[config.mk]
export PLATFORM = sky130hd
export DESIGN_NAME = alu_issue_stage_flat
export DESIGN_NICKNAME = d
export VERILOG_FILES = /design/src/rtl/alu_pkg.sv /design/src/rtl/alu_issue_stage_if.sv /design/src/rtl/alu_issue_stage.sv /design/src/flat_wrapper.sv
export SDC_FILE = /design/constraint.sdc
export NUM_CORES = 1
export LEC_CHECK = 0
export ABC_AREA = 1
export ABC_CLOCK_PERIOD_IN_PS = 1370
export CAP_MARGIN = 15
export CORE_AREA = 2 2 61 57
export DETAILED_ROUTE_END_ITERATION = 16
export DIE_AREA = 0 0 63 59
export PLACE_DENSITY = 0.72
export SKIP_CTS_REPAIR_TIMING = 1
export SLEW_MARGIN = 20
export SYNTH_ARGS = -nofsm -noshare
export SYNTH_HDL_FRONTEND = slang
export SYNTH_SLANG_ARGS = --single-unit
[constraint.sdc]
create_clock -name clk -period 1.37 [get_ports clk]
set_clock_uncertainty 0.1 [all_clocks]
set_input_delay 0.411 -clock clk [delete_from_list [all_inputs] [get_ports clk]]
set_output_delay 0.411 -clock clk [all_outputs]
set_load 0.05 [all_outputs]
[src/rtl/alu_pkg.sv]
// Shared ALU definitions: opcode encoding, issue-stage FSM states and small helpers
// used by the issue stage, its interface and the wrapping alu_unit top.
package alu_pkg;

    typedef logic [3:0] alu_ctrl_t;

    typedef enum logic [3:0] {
        OP_AND = 4'b0000,
        OP_OR  = 4'b0001,
        OP_ADD = 4'b0010,
        OP_INC = 4'b0011,
        OP_DEC = 4'b0100,
        OP_NOT = 4'b0101,
        OP_SUB = 4'b0110,
        OP_XOR = 4'b0111,
        OP_SHL = 4'b1000,
        OP_SHR = 4'b1001
    } alu_op_e;

    typedef enum logic [1:0] {
        ST_IDLE = 2'd0,
        ST_EXEC = 2'd1,
        ST_HOLD = 2'd2
    } issue_state_e;

    // Only the shifters produce a carry-out; every other op leaves the stored carry alone.
    function automatic logic is_shift(input alu_ctrl_t op);
        return (op == OP_SHL) || (op == OP_SHR);
    endfunction

endpackage

[src/rtl/alu_issue_stage_if.sv]
// Bundle of the issue stage's upstream, ALU-facing and downstream signals.
// The stage uses the slave view; the driver of the stage (bench or alu_unit) uses master.
interface alu_issue_stage_if
    import alu_pkg::*;
#(
    parameter int bits  = 4,
    parameter int CNT_W = 8
);
    logic             in_valid;
    logic             in_ready;
    logic [bits-1:0]  in_a;
    logic [bits-1:0]  in_b;
    alu_ctrl_t        in_op;
    logic             in_flag;
    logic             in_chain;

    logic [bits-1:0]  alu_a;
    logic [bits-1:0]  alu_b;
    alu_ctrl_t        alu_ctrl;
    logic             alu_flag_in;
    logic [bits-1:0]  alu_result;
    logic             alu_zero;
    logic             alu_cflag;

    logic             out_valid;
    logic             out_ready;
    logic [bits-1:0]  out_result;
    logic             out_zero;
    logic             out_carry;
    logic [CNT_W-1:0] op_count;

    modport slave (
        input  in_valid, in_a, in_b, in_op, in_flag, in_chain,
        input  alu_result, alu_zero, alu_cflag, out_ready,
        output in_ready, alu_a, alu_b, alu_ctrl, alu_flag_in,
        output out_valid, out_result, out_zero, out_carry, op_count
    );

    modport master (
        output in_valid, in_a, in_b, in_op, in_flag, in_chain,
        output alu_result, alu_zero, alu_cflag, out_ready,
        input  in_ready, alu_a, alu_b, alu_ctrl, alu_flag_in,
        input  out_valid, out_result, out_zero, out_carry, op_count
    );

endinterface

[src/rtl/alu_issue_stage.sv]
// Registered issue/retire stage around the combinational ALU: accept an op, hold the
// ALU inputs for one EXEC cycle, capture result/flags, and hand off under backpressure.
module alu_issue_stage
    import alu_pkg::*;
#(
    parameter int bits  = 4,
    parameter int CNT_W = 8
) (
    input  logic               clk,
    input  logic               rst,
    alu_issue_stage_if.slave   io
);

    localparam logic [1:0] S_IDLE = ST_IDLE;
    localparam logic [1:0] S_EXEC = ST_EXEC;
    localparam logic [1:0] S_HOLD = ST_HOLD;

    logic [1:0]       state_q,  state_d;
    logic [bits-1:0]  a_q,      a_d;
    logic [bits-1:0]  b_q,      b_d;
    alu_ctrl_t        ctrl_q,   ctrl_d;
    logic             flag_q,   flag_d;
    logic [bits-1:0]  result_q, result_d;
    logic             zero_q,   zero_d;
    logic             carry_q,  carry_d;
    logic             valid_q,  valid_d;
    logic [CNT_W-1:0] count_q,  count_d;

    always_comb begin
        // NOTE: every _d defaults to its _q first so no path leaves a signal unassigned (no latches).
        state_d  = state_q;
        a_d      = a_q;
        b_d      = b_q;
        ctrl_d   = ctrl_q;
        flag_d   = flag_q;
        result_d = result_q;
        zero_d   = zero_q;
        carry_d  = carry_q;
        valid_d  = valid_q;
        count_d  = count_q;

        case (state_q)
            S_IDLE: begin
                if (io.in_valid) begin
                    a_d     = io.in_a;
                    b_d     = io.in_b;
                    ctrl_d  = io.in_op;
                    // Chaining picks up the carry retired by the previous op.
                    flag_d  = io.in_chain ? carry_q : io.in_flag;
                    state_d = S_EXEC;
                end
            end
            S_EXEC: begin
                result_d = io.alu_result;
                zero_d   = io.alu_zero;
                if (is_shift(ctrl_q)) begin
                    carry_d = io.alu_cflag;
                end
                valid_d  = 1'b1;
                state_d  = S_HOLD;
            end
            S_HOLD: begin
                if (io.out_ready) begin
                    valid_d = 1'b0;
                    count_d = count_q + CNT_W'(1);
                    state_d = S_IDLE;
                end
            end
            default: state_d = S_IDLE;
        endcase
    end

    // NOTE: state registers use non-blocking (<=) so every flop samples pre-edge values.
    always_ff @(posedge clk) begin
        if (rst) begin
            state_q  <= S_IDLE;
            a_q      <= '0;
            b_q      <= '0;
            ctrl_q   <= '0;
            flag_q   <= 1'b0;
            result_q <= '0;
            zero_q   <= 1'b0;
            carry_q  <= 1'b0;
            valid_q  <= 1'b0;
            count_q  <= '0;
        end else begin
            state_q  <= state_d;
            a_q      <= a_d;
            b_q      <= b_d;
            ctrl_q   <= ctrl_d;
            flag_q   <= flag_d;
            result_q <= result_d;
            zero_q   <= zero_d;
            carry_q  <= carry_d;
            valid_q  <= valid_d;
            count_q  <= count_d;
        end
    end

    assign io.in_ready    = (state_q == S_IDLE);
    assign io.alu_a       = a_q;
    assign io.alu_b       = b_q;
    assign io.alu_ctrl    = ctrl_q;
    assign io.alu_flag_in = flag_q;
    assign io.out_valid   = valid_q;
    assign io.out_result  = result_q;
    assign io.out_zero    = zero_q;
    assign io.out_carry   = carry_q;
    assign io.op_count    = count_q;

endmodule

[src/flat_wrapper.sv]
// flat-port wrapper written by rule: the top's interface ports become plain ports
module alu_issue_stage_flat import alu_pkg::*;
#(
    parameter int bits  = 4,
    parameter int CNT_W = 8
)
  (clk, rst, io_in_valid, io_in_a, io_in_b, io_in_op, io_in_flag, io_in_chain, io_alu_result, io_alu_zero, io_alu_cflag, io_out_ready, io_in_ready, io_alu_a, io_alu_b, io_alu_ctrl, io_alu_flag_in, io_out_valid, io_out_result, io_out_zero, io_out_carry, io_op_count);
  alu_issue_stage_if #(.bits(bits), .CNT_W(CNT_W)) io_i ();
  input  logic clk;
  input  logic rst;
  input wire logic [$bits(io_i.in_valid)-1:0] io_in_valid;
  input wire logic [$bits(io_i.in_a)-1:0] io_in_a;
  input wire logic [$bits(io_i.in_b)-1:0] io_in_b;
  input wire logic [$bits(io_i.in_op)-1:0] io_in_op;
  input wire logic [$bits(io_i.in_flag)-1:0] io_in_flag;
  input wire logic [$bits(io_i.in_chain)-1:0] io_in_chain;
  input wire logic [$bits(io_i.alu_result)-1:0] io_alu_result;
  input wire logic [$bits(io_i.alu_zero)-1:0] io_alu_zero;
  input wire logic [$bits(io_i.alu_cflag)-1:0] io_alu_cflag;
  input wire logic [$bits(io_i.out_ready)-1:0] io_out_ready;
  output wire logic [$bits(io_i.in_ready)-1:0] io_in_ready;
  output wire logic [$bits(io_i.alu_a)-1:0] io_alu_a;
  output wire logic [$bits(io_i.alu_b)-1:0] io_alu_b;
  output wire logic [$bits(io_i.alu_ctrl)-1:0] io_alu_ctrl;
  output wire logic [$bits(io_i.alu_flag_in)-1:0] io_alu_flag_in;
  output wire logic [$bits(io_i.out_valid)-1:0] io_out_valid;
  output wire logic [$bits(io_i.out_result)-1:0] io_out_result;
  output wire logic [$bits(io_i.out_zero)-1:0] io_out_zero;
  output wire logic [$bits(io_i.out_carry)-1:0] io_out_carry;
  output wire logic [$bits(io_i.op_count)-1:0] io_op_count;
  assign io_i.in_valid = io_in_valid;
  assign io_i.in_a = io_in_a;
  assign io_i.in_b = io_in_b;
  assign io_i.in_op = io_in_op;
  assign io_i.in_flag = io_in_flag;
  assign io_i.in_chain = io_in_chain;
  assign io_i.alu_result = io_alu_result;
  assign io_i.alu_zero = io_alu_zero;
  assign io_i.alu_cflag = io_alu_cflag;
  assign io_i.out_ready = io_out_ready;
  assign io_in_ready = io_i.in_ready;
  assign io_alu_a = io_i.alu_a;
  assign io_alu_b = io_i.alu_b;
  assign io_alu_ctrl = io_i.alu_ctrl;
  assign io_alu_flag_in = io_i.alu_flag_in;
  assign io_out_valid = io_i.out_valid;
  assign io_out_result = io_i.out_result;
  assign io_out_zero = io_i.out_zero;
  assign io_out_carry = io_i.out_carry;
  assign io_op_count = io_i.op_count;
  alu_issue_stage #(.bits(bits), .CNT_W(CNT_W)) u_core (.clk(clk), .rst(rst), .io(io_i));
endmodule
==> results of run 1 <==
[state kept, by name (all words and copies together), names as in the netlist]
signal	cells
u_core.io.op_count	8
u_core.io.alu_a	4
u_core.io.alu_b	4
u_core.io.alu_ctrl	4
u_core.io.out_result	4
u_core.state_q	2
u_core.io.alu_flag_in	1
u_core.io.out_carry	1
u_core.io.out_valid	1
u_core.io.out_zero	1
[cell families (layout without fill, tap and decap cells)]
logic type               count (synthesis)  count (layout)  share of synthesized area
AO/OA/AOI/OAI                           29              29                      0.126
flip-flops                              30              30                      0.507
XOR/XNOR                                 2               2                     0.0148
AND/OR/NAND/NOR                         74              74                      0.276
buffers and inverters                   16              89                     0.0665
adder cells (fa/ha/maj)                  1               1                     0.0106
[metrics by stage]
step | utilization | total power [mW] | setup slack, ns | instance area (um2) | std cells
after floorplan | - | 1.27 | -0.0198 | 1190 | 152
after global placement | 0.692 | 1.61 | -0.245 | 2090 | 247
after detailed placement | 0.692 | 1.63 | -0.294 | 2090 | 247
after CTS | 0.719 | 2.27 | -0.181 | 2170 | 255
after global routing | 0.771 | 2.37 | -0.178 | 2330 | 267
final | 0.771 | 2.27 | -0.141 | 2330 | 267
[worst paths after layout]
path	slack, ns	from	to
worst max-delay path	-0.14	u_core.state_q[1]	io_in_ready
worst min-delay path	0.32	io_out_ready	u_core.state_q[1]
worst max register to register	0.07	u_core.state_q[1]	u_core.io.alu_b[2]
worst min register to register	0.39	u_core.io.alu_ctrl[1]	u_core.io.alu_ctrl[1]
[worst max-delay path: stages (launching register included)]
cell,delay [ns]
dfxtp_4,0.37
nor2_4,0.14
buf_12,0.15
[cell type report]
class | instances | share of cell area
clock buffers | 8 | 0.0339
inverters | 11 | 0.0177
multi-input cells | 106 | 0.221
flip-flops and latches | 30 | 0.285
well taps | 42 | 0.0226
repair buffers | 70 | 0.420
[placed cells by master, fill, tap and decap left out, types with 9 or more instances in the layout]
cell              n
clkdlybuf4s50_1  22
dfxtp_2          20
inv_1            10
nand2_1          18
o21ai_0          11
a21oi_1           9
buf_4            15
buf_12           31
nor2_1           42
dfxtp_4          10
[metal layers]
metal | vias to the layer above | share of wire | global-route usage
li1 | 629 | - | -
met5 | - | 0 | 0
met2 | 53 | 0.52 | 0.337
met4 | 0 | 0.014 | 0.0921
met3 | 8 | 0.091 | 0.0798
met1 | 606 | 0.38 | 0.184
[report_power, final]
part | total, mW | leakage [nW] | internal [mW] | switching (mW)
clock | 0.657 | 0.0446 | 0.350 | 0.306
combinational | 0.643 | 0.679 | 0.325 | 0.317
sequential | 0.975 | 0.261 | 0.918 | 0.0565
==> impl_results.md, run 1 <==
* Fin Setup TNS at -0.226 ns
* Area Overhead vs Synth at 96.5%
* Drt drc at 0
* Failing checks: negative setup slack
* Layout Nets at 249
* Hold_ws at 0.325 ns
* Syn Area/Cell at 7.80 um2
* Maximum clock path buffer count at 2
* First-pass GRT wire length at 5.29 mm
* Vias in the first global route at 1235
* Vias per cell at 4.85
* Worst Hold Depth at 3
* Sink Count at 30
* Synth Register Bits at 30
* Vias at 1296
* Reg2reg path depth at 6
* Run status: complete, but fails checks
* H-tree depth at 2
* Fillers at 215
* DR iter-0 viols at 71
* Fmax at 0.662 GHz
* CTS tree: yes
* Top cells by count, synth: nor2_1 (42), dfxtp_1 (30), nand2_1 (18), o21ai_0 (18), inv_1 (10)
* Die H at 59 um
* Final Slew Violations at 0
* Gr ovfl total at 0
* IO buf count at 52
* Area leader, netlist: dfxtp_1
* Largest net degree at the start of global routing at 15
* Reg area at 663 um2
* Post-synth EDFFs at 0
* Worst EP arrival at 1.00 ns
* Mapped Cells at 152
* Slew HR at 0.807
* Initial antenna violation count at 0
* Die area at 3720 um2
* Worst min-delay path class: input pin to flip-flop
* GP Congestion at 0.788
* Main synth FF type: dfxtp_1
* Worst slew pin tran at 0.287 ns
* Warnings from Yosys at 0
* Clock Pin Slew Worst Setup and Hold Paths at 0.09 ns
* Critical path fanouts, max at 4
* IO Pins at 53
* Final hold violation count at 0
* Total CTS buffers at 5
* Setup violations, final at 4
* VDD IR max at 0.000932 V
* Sequential share of the synthesized area at 0.507
* Static Leak at 0.984 nW
* Die width at 63 um
* Fin crit period at 1.51 ns
* Initial core utilization at 0.392
* FP Rows at 19
* Total of max-cap violations at 0
* Clk_lat worst skew at 0.33 ns
* Post-Syn Nets at 177
* DR pass1 iterations at 4
* Worst setup SP type: flip-flop
* Setup ws final at -0.141 ns
* Post-synth top area share at 0.507
* Avg WL per Cell at 13.2 um
* Total GRT Usage at 0.186
* Ranking of synthesized cells by area: dfxtp_1 (51%), nor2_1 (13%), o21ai_0 (7.6%), nand2_1 (5.7%), a21oi_1 (3.8%)
* Worst Path Required at 0.86 ns
* DP Wirelength at 2.50 mm
* N_diodes at 0
* Most common cell in the netlist: nor2_1
* DRT antenna net count at 0
* Share of cells above drive strength 1 at 0.418
* Yosys cell types at 20
* Critical path endpoint category: primary output
* Asr flop ratio synth at 0
* Worst setup path category: flip-flop to primary output
* Fin crit share at 1.10
* Area of the multi-input gates at 515 um2
* RSZ-0062 raised after global routing: yes
* Mapped cell area at 1180 um2
* Core area at 3020 um2
* PD cells at 977 nW/um2
* Routed Wire Length at 3.54 mm
* Root buf cell: clkbuf_4
(Power assumes the default switching activity.)
==> inputs of run 2 (changes only) <==
Settings changed: REMOVE_ABC_BUFFERS from default to 1.
==> impl_results.md, run 2 (synthesized netlist as in run 1, its figures left out) <==
* Failing checks: negative setup slack (unchanged)
* DRT antenna net count at 0 (unchanged)
* Sink Count at 30 (unchanged)
* Routed Wire Length at 3.07 mm (was 3.54 mm)
* Most frequent cells in the layout: nor2_1 (42), buf_12 (31), clkdlybuf4s50_1 (22) (unchanged)
* Core area at 3020 um2 (unchanged)
* Critical path fanouts, max at 4 (unchanged)
* N_diodes at 0 (unchanged)
* Met2 Track Usage GR at 0.325 (was 0.337)
* IO buf count at 52 (unchanged)
* Drt drc at 0 (unchanged)
* Place WS at -0.319 ns (was -0.294 ns)
* H-tree depth at 2 (unchanged)
* Vias at 1199 (was 1296)
* Fin crit share at 1.09 (was 1.10)
* DR pass1 iterations at 4 (unchanged)
* Worst setup path category: flip-flop to primary output (unchanged)
* Vias in the first global route at 1184 (was 1235)
* Critical-path top delay cell: dfxtp_4 (unchanged)
* GR Layer Usage met1 at 0.165 (was 0.184)
* Placed Instances at 248 (was 247)
* Clk_lat worst skew at 0.33 ns (about the same)
* Clock Pin Slew Worst Setup and Hold Paths at 0.09 ns (about the same)
* RSZ-0062 raised after global routing: yes (unchanged)
* Setup violations, final at 2 (was 4)
* Fmax at 0.669 GHz (was 0.662 GHz)
* Maximum clock path buffer count at 2 (unchanged)
* Worst setup SP type: flip-flop (unchanged)
* Total CTS buffers at 5 (unchanged)
* CTS tree: yes (unchanged)
* PD cells at 937 nW/um2 (was 977 nW/um2)
* Crit-path max cell delay at 0.37 ns (about the same)
* Die H at 59 um (unchanged)
* Avg WL per Cell at 11.6 um (was 13.2 um)
* Share of cells above drive strength 1 at 0.404 (was 0.418)
* Crit path cell chain: nor2_4 -> buf_12 (unchanged)
* DP Wirelength at 2.34 mm (was 2.50 mm)
* Vias per cell at 4.52 (was 4.85)
* GP Congestion at 0.691 (was 0.788)
* Gr ovfl total at 0 (unchanged)
* Fin Setup TNS at -0.176 ns (was -0.226 ns)
* Initial core utilization at 0.392 (unchanged)
* VDD IR max at 0.000758 V (was 0.000932 V)
* Run status: complete, but fails checks (unchanged)
* Fin crit period at 1.50 ns (was 1.51 ns)
* Die width at 63 um (unchanged)
* Fillers at 224 (was 215)
* Die area at 3720 um2 (unchanged)
* Critical path endpoint category: primary output (unchanged)
* Final hold violation count at 0 (unchanged)
* Root buf cell: clkbuf_4 (unchanged)
* Total of max-cap violations at 0 (unchanged)
* Setup ws final at -0.126 ns (was -0.141 ns)
* Final Slew Violations at 0 (unchanged)
* Worst min-delay path class: input pin to flip-flop (unchanged)
* Layout Nets at 247 (was 249)
* Total GRT Usage at 0.174 (was 0.186)
* Number of flip-flops in the largest register at 8 (unchanged)
* Slew HR at 0.883 (was 0.807)
* Most common cell after layout, fill and taps aside: nor2_1 (unchanged)
* IO Pins at 53 (unchanged)
* FP Rows at 19 (unchanged)
* Worst slew pin tran at 0.174 ns (was 0.287 ns)
* Worst EP arrival at 0.98 ns (was 1.00 ns)
* Worst Path Required at 0.86 ns (about the same)
* Static Leak at 0.964 nW (was 0.984 nW)
* Initial antenna violation count at 0 (unchanged)
* First-pass GRT wire length at 4.87 mm (was 5.29 mm)
* Gr busiest metal: met2 (unchanged)
* Met3 usage at 0.0856 (was 0.0798)
* Area Overhead vs Synth at 93.2% (was 96.5%)
* DR iter-0 viols at 24 (was 71)
* Largest net degree at the start of global routing at 18 (was 15)
* Final non-filler cell total at 265 (was 267)
## run 2: worst max-delay path: cells and delay by family (launching register included)
| family | cells | cell delay [ns] |
|---|---|---|
| DFF | 1 | 0.37 |
| buffers and inverters | 1 | 0.15 |
| and+or+nand+nor | 1 | 0.14 |
## run 2: routing by layer
layer / vias up / part of all wire
li1: 627 / -
met1: 531 / 0.39
met2: 37 / 0.52
met3: 4 / 0.079
met4: 0 / 0.012
met5: - / 0
## run 2: cell type report
cell class	instances	area, um2	area share
inverters	11	41.3	0.0180
well taps	42	52.6	0.0230
clock inverters	1	5.00	0.00219
flip-flops and latches	30	663	0.290
repair buffers	68	962	0.420
clock buffers	7	55.1	0.0240
multi-input cells	106	510	0.223
## run 2: power breakdown
group          switching [mW]  internal (mW)  leakage [nW]
sequential             0.0559          0.918         0.261
combinational           0.306          0.321         0.668
clock                   0.296          0.248        0.0353
## run 2: through the flow
stage           util  power (mW)  instance area, um2  hold WS, ns
2_1_floorplan      -        1.25                1150        0.373
3_3_place_gp   0.692        1.60                2090        0.388
3_5_place_dp   0.692        1.62                2090        0.403
4_1_cts        0.712        2.16                2150        0.418
5_1_grt        0.758        2.25                2290        0.350
6_report       0.758        2.15                2290        0.341
## run 2: worst paths after layout
path	start	end	slack, ns	cells after the start
worst max-delay path	u_core.state_q[1]	io_in_ready	-0.13	2
worst min register to register	u_core.io.out_valid	u_core.io.out_valid	0.39	2
worst min-delay path	io_out_ready	u_core.state_q[1]	0.34	3
worst max register to register	u_core.io.op_count[0]	u_core.io.op_count[6]	0.09	7
